--- src/rtl/fetch_pkg.sv ---
// Shared definitions for the instruction fetch queue: FSM states, instruction
// size, default reset PC and a saturating-add helper for the flush statistics.
package fetch_pkg;

  typedef enum logic [0:0] {
    FETCH = 1'b0,
    FLUSH = 1'b1
  } fq_state_e;

  localparam int unsigned INSTR_BYTES      = 4;
  localparam logic [31:0] RESET_PC_DEFAULT = 32'h0000_0000;

  // 16-bit add that sticks at all-ones instead of wrapping
  function automatic logic [15:0] sat_add16(input logic [15:0] a, input logic [15:0] b);
    logic [16:0] s;
    s = {1'b0, a} + {1'b0, b};
    return s[16] ? 16'hFFFF : s[15:0];
  endfunction

endpackage

--- src/rtl/fetch_queue_sync_fifo.sv ---
// Synchronous FIFO holding {instruction, pc} entries for fetch_queue.
// Flush empties the queue in one cycle and overrides push/pop. Overflow is
// prevented upstream by the credit rule, so no full flag is needed.
module sync_fifo #(
  parameter int WIDTH = 64,
  parameter int DEPTH = 4
) (
  input  logic                     clk,
  input  logic                     rst,
  input  logic                     flush,
  input  logic                     push,
  input  logic [WIDTH-1:0]         wdata,
  input  logic                     pop,
  output logic [WIDTH-1:0]         rdata,
  output logic [$clog2(DEPTH):0]   count,
  output logic                     empty
);

  localparam int AW = $clog2(DEPTH);
  localparam int CW = AW + 1;

  logic [WIDTH-1:0] mem [DEPTH];
  logic [AW-1:0]    wptr, rptr;

  // storage array: data only, validity is tracked by the pointers
  always_ff @(posedge clk) begin
    if (push && !flush) mem[wptr] <= wdata;
  end

  // pointer and occupancy bookkeeping; flush wins over push/pop
  always_ff @(posedge clk or negedge rst) begin
    if (!rst) begin
      wptr  <= '0;
      rptr  <= '0;
      count <= '0;
    end else if (flush) begin
      wptr  <= '0;
      rptr  <= '0;
      count <= '0;
    end else begin
      if (push) wptr <= wptr + 1'b1;
      if (pop)  rptr <= rptr + 1'b1;
      count <= count + CW'(push) - CW'(pop);
    end
  end

  assign rdata = mem[rptr];
  assign empty = (count == '0);

endmodule

--- src/rtl/fetch_queue.sv ---
// Instruction fetch queue: issues word fetches under a credit rule, queues the
// one-cycle-latency responses, and handles branch redirects by flushing the
// queue and discarding the stale response that is still in flight.
// Optional feature: define FETCH_QUEUE_STATS_EN to add the flush_count output.
module fetch_queue
  import fetch_pkg::*;
#(
  parameter int                    DATA_WIDTH = 32,
  parameter int                    DEPTH      = 4,
  parameter logic [DATA_WIDTH-1:0] RESET_PC   = DATA_WIDTH'(RESET_PC_DEFAULT)
) (
  input  logic                  clk,
  input  logic                  rst,
  output logic                  imem_req,
  output logic [DATA_WIDTH-1:0] imem_addr,
  input  logic                  imem_rvalid,
  input  logic [DATA_WIDTH-1:0] imem_rdata,
  input  logic                  redirect,
  input  logic [DATA_WIDTH-1:0] redirect_pc,
  output logic                  instr_valid,
  input  logic                  instr_ready,
  output logic [DATA_WIDTH-1:0] instr,
  output logic [DATA_WIDTH-1:0] instr_pc
`ifdef FETCH_QUEUE_STATS_EN
  ,
  output logic [15:0]           flush_count
`endif
);

  localparam int                    CW   = $clog2(DEPTH) + 1;
  localparam logic [DATA_WIDTH-1:0] STEP = DATA_WIDTH'(INSTR_BYTES);

  fq_state_e             state_q;
  logic [DATA_WIDTH-1:0] fetch_pc;
  logic [DATA_WIDTH-1:0] req_pc;     // pc of the request whose response is due
  logic                  inflight;   // a request was issued last cycle
  logic [CW-1:0]         occ;
  logic [CW:0]           credit_use;
  logic                  fifo_empty;
  logic                  push, pop;
  logic [DATA_WIDTH-1:0] target;
  logic [2*DATA_WIDTH-1:0] head;
  logic                  unused_lsb;

  // word-align the redirect target; the low bits carry no information
  assign target     = {redirect_pc[DATA_WIDTH-1:2], 2'b00};
  assign unused_lsb = ^redirect_pc[1:0];

  // credit rule: queued entries plus the outstanding response must leave room
  assign credit_use = {1'b0, occ} + (CW+1)'(inflight);
  assign imem_req   = rst && (credit_use < (CW+1)'(DEPTH));
  assign imem_addr  = fetch_pc;

  // redirect beats push and pop; FLUSH drops the stale response
  assign push = imem_rvalid && inflight && (state_q == FETCH) && !redirect;
  assign pop  = instr_valid && instr_ready && !redirect;

  assign instr_valid = !fifo_empty;
  assign instr       = head[2*DATA_WIDTH-1:DATA_WIDTH];
  assign instr_pc    = head[DATA_WIDTH-1:0];

  // FETCH/FLUSH: FLUSH lasts exactly the cycle after each redirect
  always_ff @(posedge clk or negedge rst) begin
    if (!rst) state_q <= FETCH;
    else      state_q <= redirect ? FLUSH : FETCH;
  end

  // fetch pc and in-flight tracking; a redirect cancels the outstanding credit
  always_ff @(posedge clk or negedge rst) begin
    if (!rst) begin
      fetch_pc <= RESET_PC;
      req_pc   <= '0;
      inflight <= 1'b0;
    end else if (redirect) begin
      fetch_pc <= target;
      inflight <= 1'b0;
    end else begin
      inflight <= imem_req;
      if (imem_req) begin
        req_pc   <= fetch_pc;
        fetch_pc <= fetch_pc + STEP;
      end
    end
  end

  sync_fifo #(
    .WIDTH (2*DATA_WIDTH),
    .DEPTH (DEPTH)
  ) u_fifo (
    .clk   (clk),
    .rst   (rst),
    .flush (redirect),
    .push  (push),
    .wdata ({imem_rdata, req_pc}),
    .pop   (pop),
    .rdata (head),
    .count (occ),
    .empty (fifo_empty)
  );

`ifdef FETCH_QUEUE_STATS_EN
  logic [CW:0] dropped;

  // words lost to a redirect: queued entries, the response arriving now, and
  // the request issued this cycle whose response lands in FLUSH
  assign dropped = credit_use + (CW+1)'(imem_req);

  // saturating flush statistics
  always_ff @(posedge clk or negedge rst) begin
    if (!rst)          flush_count <= '0;
    else if (redirect) flush_count <= sat_add16(flush_count, 16'(dropped));
  end
`endif

endmodule

--- config.mk ---
export PLATFORM = sky130hd
export DESIGN_NAME = fetch_queue
export DESIGN_NICKNAME = d
export VERILOG_FILES = /design/src/rtl/fetch_pkg.sv /design/src/rtl/fetch_queue_sync_fifo.sv /design/src/rtl/fetch_queue.sv
export SDC_FILE = /design/constraint.sdc
export NUM_CORES = 1
export LEC_CHECK = 0
export BUFFER_PORTS_ARGS = -buffer_cell sky130_fd_sc_hd__buf_4
export CAP_MARGIN = 20
export CORE_UTILIZATION = 57
export DETAILED_ROUTE_END_ITERATION = 10
export PLACE_DENSITY = 0.77
export SLEW_MARGIN = 10
export SYNTH_ARGS = -nofsm -noshare
export SYNTH_HDL_FRONTEND = slang
export SYNTH_SLANG_ARGS = --single-unit
export TNS_END_PERCENT = 30
--- constraint.sdc ---
create_clock -name clk -period 3.6 [get_ports clk]
set_input_delay 0.54 -clock clk [delete_from_list [all_inputs] [get_ports clk]]
set_output_delay 0.54 -clock clk [all_outputs]
set_load 0.02 [all_outputs]
# --- Yosys cells after proc, flatten, opt, wreduce, memory -nomap -nowiden ---
# Memories as Yosys holds them, arrays and structs flattened.
# Cells that the tools add are included.
op_classes:
  addsub: 6
  n_lt_le_gt_ge: 1
  mux: 11
  bitwise: 2
  n_reduce_logical: 14
ops:
  columns: ["op", "count"]
  rows:
  - ["$mux W32", 2]
  - ["$add A32 B3 Y32 const B", 1]
  - ["$mux W2", 4]
  - ["$logic_and A1 B1 Y1", 7]
  - ["$reduce_bool A2 Y1", 3]
  - ["$add A2 B1 Y2 const B", 2]
  - ["$add A3 B1 Y4", 1]
  - ["$lt A4 B3 Y1 const B", 1]
  - ["$mux W1", 4]
  - ["$add A3 B1 Y3", 1]
  - ["$logic_not A3 Y1", 1]
  - ["$mux W3", 1]
  - ["$sub A3 B1 Y3", 1]
  - ["$logic_not A1 Y1", 2]
  - ["$not A1 Y1", 2]
  - ["$reduce_and A2 Y1", 1]
totals:
  register_bits: 73
  ram_bits: 256
  input_bits: 69
  out_inout_bits: 98
  word_cells: 42
  mem_count: 1
mem_list:
  columns: ["name", "depth", "width", "rd", "rd_ports_with_merged_regs", "write_ports", "line", "source"]
  rows:
  - ["u_fifo.mem", 4, 64, 1, 0, 1, "fetch_queue_sync_fifo.sv:22", "logic [WIDTH-1:0] mem [DEPTH];"]

# --- Depth between registers and ports, before layout ---
logic_depth:
  depth_word: 6
  depth_mapped: 11

# --- Hierarchy ---
# From an unflattened synthesis, not the netlist that was laid out.
hier_totals:
  cells_unflattened: 648
  hier_area_um2: 12679.7
modules_own_cells:
  columns: ["module", "instances", "cells_per_inst", "area_per_inst_um2", "seq_area_each_um2"]
  rows:
  - ["sync_fifo", 1, 373, 9693.0, 7862.5]
  - ["fetch_queue", 1, 275, 2986.6, 1551.5]

# --- Worst setup path after synthesis ---
# No wires, ideal clock.
synth_timing:
  path_type: "input to register"
  start: "in redirect"
  end: "mem u_fifo.mem[0][10], enable pin"
  setup_time_ns: 0.427
  arrival_ns: 2.624
  required_ns: 3.173
  path_slack_ns: 0.549
  cell_stages: 4
  path_cell_list: "clkbuf_1 -> clkbuf_1 -> nor2_1 -> and2_1"
synth_via:
  elab_chain_len: 5
synth_lines:
  columns: ["element", "line", "source"]
  rows:
  - ["from (decl)", "fetch_queue.sv:18", "input logic redirect,"]
  - ["$logic_not A1 Y1 *", "fetch_queue_sync_fifo.sv:27, fetch_queue.sv:55", null]
  - ["$logic_and A1 B1 Y1", "fetch_queue.sv:55", "assign push = imem_rvalid && inflight && (state_q == FETCH) && !redirect;"]
  - ["$logic_and A1 B1 Y1 *", "fetch_queue_sync_fifo.sv:27", "if (push && !flush) mem[wptr] <= wdata;"]
  - ["$mux W1 *", "fetch_queue_sync_fifo.sv:27", null]
  - ["$mux W1 (implied by the code) *", "fetch_queue_sync_fifo.sv:27", null]
  - ["to (decl)", "fetch_queue_sync_fifo.sv:22", null]
# Mark *: on every way between the ends. The rest lies on a longest branch, timed or not.

# --- Worst setup path in the final report ---
layout_timing:
  start: "in rst"
  end: "out imem_req"
layout_via:
  elab_chain_len: 1
layout_lines:
  columns: ["element", "line", "source"]
  rows:
  - ["from (decl)", "fetch_queue.sv:13", "input logic rst,"]
  - ["$logic_and A1 B1 Y1", "fetch_queue.sv:51", "assign imem_req = rst && (credit_use < (CW+1)'(DEPTH));"]
  - ["to (decl)", "fetch_queue.sv:14", "output logic imem_req,"]
# Every way passes these cells.

==> flow_metrics.env <==
export IMPL_syn2layout_area_growth_pct=19.4
export IMPL_syn_inst=691
export IMPL_die_area_sq_mm=0.0227
export IMPL_cts_resized_gates=0
export IMPL_fp_dieW_microns=151
export IMPL_avgRoutedWirePerCell_microns=21.5
export IMPL_synthSimpleGateAreaFrac=0.0677
export IMPL_synth_xor_area_frac=0.00347
export IMPL_holdCritStartpoint="imem_rdata[19]"
export IMPL_cellPowerDensity_mw_per_mm2=615
export IMPL_grt_overflow=0
export IMPL_dr_pass1_iters=5
export IMPL_power_leakage_nw=5.22
export IMPL_synthAdderAreaFrac=0.00953
export IMPL_fin_util=0.692
export IMPL_p_total_mw=9.25
export IMPL_ys_warnings_count=0
export IMPL_multi_input_area_sq_mm=0.00324
export IMPL_numPortBuffers=160
export IMPL_status="completed"
export IMPL_worst_pin_slew_ps=974
export IMPL_crit_start="rst"
export IMPL_clockBufferDepth=3
export IMPL_wl_mm=25.0
export IMPL_grt_pass1_wl_mm=38.8
export IMPL_antenna_found_initial=0
export IMPL_reg2reg_from="u_fifo.count[1]$_DFF_PN0_"
export IMPL_drc=0
export IMPL_slew_headroom=0.350
export IMPL_core_area_sq_mm=0.0218
export IMPL_yosys_mux_area_fraction=0.139
export IMPL_htreeDepth=1
export IMPL_crit_arrival_ps=2490
export IMPL_syn_area_per_cell_sq_um=18.2
export IMPL_post_cts_buffers=0
export IMPL_slew_viol_final=0
export IMPL_synthesis_area_sq_mm=0.0126
export IMPL_period_share=0.840
export IMPL_r2r_setup_slack_ps=1270
export IMPL_vias_per_cell=6.05
export IMPL_fin_skew_ps=8.27
export IMPL_root_buffer="clkbuf_16"
export IMPL_tns_ps=0
export IMPL_clk_insertion_delay_late_ps=550
export IMPL_synth_seq_cells=317
export IMPL_crit_fanout=41
export IMPL_timing_rr_end="imem_addr[14]$_DFFE_PN0P_"
export IMPL_synth_cell_types=54
export IMPL_start_util=0.580
export IMPL_grt_use_total=0.226
export IMPL_clk_pin_slew_ps=60
export IMPL_diodes=0
export IMPL_async_flop_share=0.218
export IMPL_fp_row_count=54
export IMPL_peakVddDrop_v=0.000414
export IMPL_hold_viol_final=0
export IMPL_synth_seq_area_share=0.728
export IMPL_regArea_sq_mm=0.00918
export IMPL_maxCapViolations=0
export IMPL_first_global_vias=7003
export IMPL_crit_end="imem_req"
export IMPL_synth_compound_area_frac=0.0348
export IMPL_start_kind="primary input"
export IMPL_crit_type="primary input to primary output"
export IMPL_fillers=1413
export IMPL_cts_buffers=31
export IMPL_stdcell_area_sq_mm=0.0151
export IMPL_fin_nets=933
export IMPL_cts_hold_buf=1
export IMPL_cts_sinks=317
export IMPL_post_dp_cell_area_sq_mm=0.0141
export IMPL_vias=7015
export IMPL_fin_ws_ps=575
export IMPL_drt_iter0_drc=524
export IMPL_min_path_type="primary input to flop"
export IMPL_globalplace_congestion=0.861
export IMPL_layout_drive_gt1_share=0.355
export IMPL_grt_max_degree=64
export IMPL_dpl_hpwl_mm=15.0
export IMPL_fmax_mhz=331
export IMPL_ios=167
export IMPL_die_h_microns=151
export IMPL_endpoint_kind="primary output"
export IMPL_reg2reg_depth=5
export IMPL_dp_slack_ps=991
export IMPL_synth_edf_count=248
export IMPL_setup_violations=0
export IMPL_ant_nets=0
export IMPL_layout_min_cycle_time_ps=3030
export IMPL_required_ps=3060
export IMPL_synth_top_family_by_area="multiplexers"
export IMPL_synth_top_flop_cell="edfxtp_1"
export IMPL_rsz0062_at_grt="no"
export IMPL_cts_tree="done"
## cell usage after synthesis, types with 3 or more instances
library cell  count  area [sq um]
buf_4             5          37.5
nand2_1          21          78.8
a21oi_1           6          30.0
and2_1            4          25.0
edfxtp_1        248          7450
nor2_1           27           101
a22o_1            4          35.0
nor4_1            4          25.0
buf_2            12          60.1
dfrtp_1          69          1730
or4_1            20           150
inv_1            10          37.5
buf_1             3          11.3
mux2_2           30           338
nor2b_1           9          56.3
nor3_1            9          45.0
xnor2_1           3          26.3
o211ai_1          4          30.0
o31ai_1          11          82.6
nand3b_1          3          22.5
o21ai_0          10          50.1
mux4_2           62          1400
a31oi_1          16           100
nand4_1          12          75.1
ha_1              8           100
or3_1             7          43.8
nand3_1          21           105
clkbuf_1         19          71.3
## layer usage
metal | part of all wire | track usage | routed length [microns] | vias up
met2 | 0.48 | 0.352 | 12000 | 277
met1 | 0.42 | 0.332 | 10500 | 3567
met4 | 0.018 | 0.0605 | 453 | 0
met3 | 0.080 | 0.0430 | 1990 | 36
li1 | - | - | - | 3135
met5 | 0 | 0 | 0 | -
## logic make-up (layout without fill, tap and decap cells)
| family | Yosys count | after routing |
|---|---|---|
| flops | 317 | 317 |
| simple gates | 151 | 151 |
| mux | 94 | 94 |
| compound gates | 64 | 64 |
| fa+ha+maj | 9 | 9 |
| buf+inv | 50 | 235 |
| other cells | 1 | 4 |
| xor+xnor | 5 | 5 |
## placed cells by master, fill, tap and decap left out, types with 3 or more instances in the layout
master | synthesis | routed
a21oi_1 | 6 | 6
a22o_1 | 4 | 4
a31oi_1 | 16 | 16
and2_4 | 0 | 4
buf_4 | 5 | 164
clkbuf_1 | 19 | 10
clkbuf_16 | 0 | 31
clkbuf_8 | 0 | 4
clkinv_1 | 0 | 6
conb_1 | 1 | 4
dfrtp_1 | 69 | 67
edfxtp_1 | 248 | 248
ha_1 | 8 | 8
inv_1 | 10 | 10
mux2_2 | 30 | 30
mux4_2 | 62 | 62
nand2_1 | 21 | 21
nand3_1 | 21 | 21
nand3b_1 | 3 | 3
nand4_1 | 12 | 12
nor2_1 | 27 | 26
nor2b_1 | 9 | 9
nor3_1 | 9 | 9
nor4_1 | 4 | 4
o211ai_1 | 4 | 4
o21ai_0 | 10 | 10
o31ai_1 | 11 | 11
or3_1 | 7 | 7
or4_1 | 20 | 20
xnor2_1 | 3 | 3
## state kept, by name, indices dropped and copies added (netlist names)
signal        count
imem_addr        30
inflight          1
req_pc           30
state_q           1
u_fifo.count      3
u_fifo.mem      248
u_fifo.rptr       2
u_fifo.wptr       2
## worst min path at each step
stage                                        to  cells after the start
finish              u_fifo.mem[3][51]$_DFFE_PP_                      1
global route        u_fifo.mem[1][54]$_DFFE_PP_                      1
CTS                 u_fifo.mem[3][51]$_DFFE_PP_                      1
detailed placement  u_fifo.mem[2][14]$_DFFE_PP_                      0
global placement    u_fifo.mem[2][20]$_DFFE_PP_                      0
floorplan             imem_addr[10]$_DFFE_PN0P_                      0
## critical path: stages
cell and delay (ps):
dlygate4sd3_1 530, buf_4 450, and4_1 260, a22oi_1 100
inv_1 360, buf_4 230
## where the power goes
| part | switching, mW | leakage (nW) | total [mW] | internal [mW] |
|---|---|---|---|---|
| Sequential | 0.316 | 3.01 | 4.61 | 4.29 |
| Clock | 1.28 | 0.463 | 3.01 | 1.73 |
| Combinational | 0.819 | 1.75 | 1.63 | 0.813 |
| Total | 2.41 | 5.22 | 9.25 | 6.84 |
## through the flow
step           cells  hold WS [ps]
2_1_floorplan    694           244
3_3_place_gp    1101           488
3_5_place_dp    1101           503
4_1_cts         1159           172
5_1_grt         1159           173
6_report        1159           191
## final cells by class
class                           count  area share
Clock buffer                       45      0.0577
Clock inverter                     12     0.00582
Inverter                           11     0.00274
Multi-Input combinational cell    327       0.215
Sequential cell                   317       0.610
Tap cell                          280      0.0233
Timing Repair Buffer              167      0.0851
Note: power is estimated with default switching activity, not from simulation.
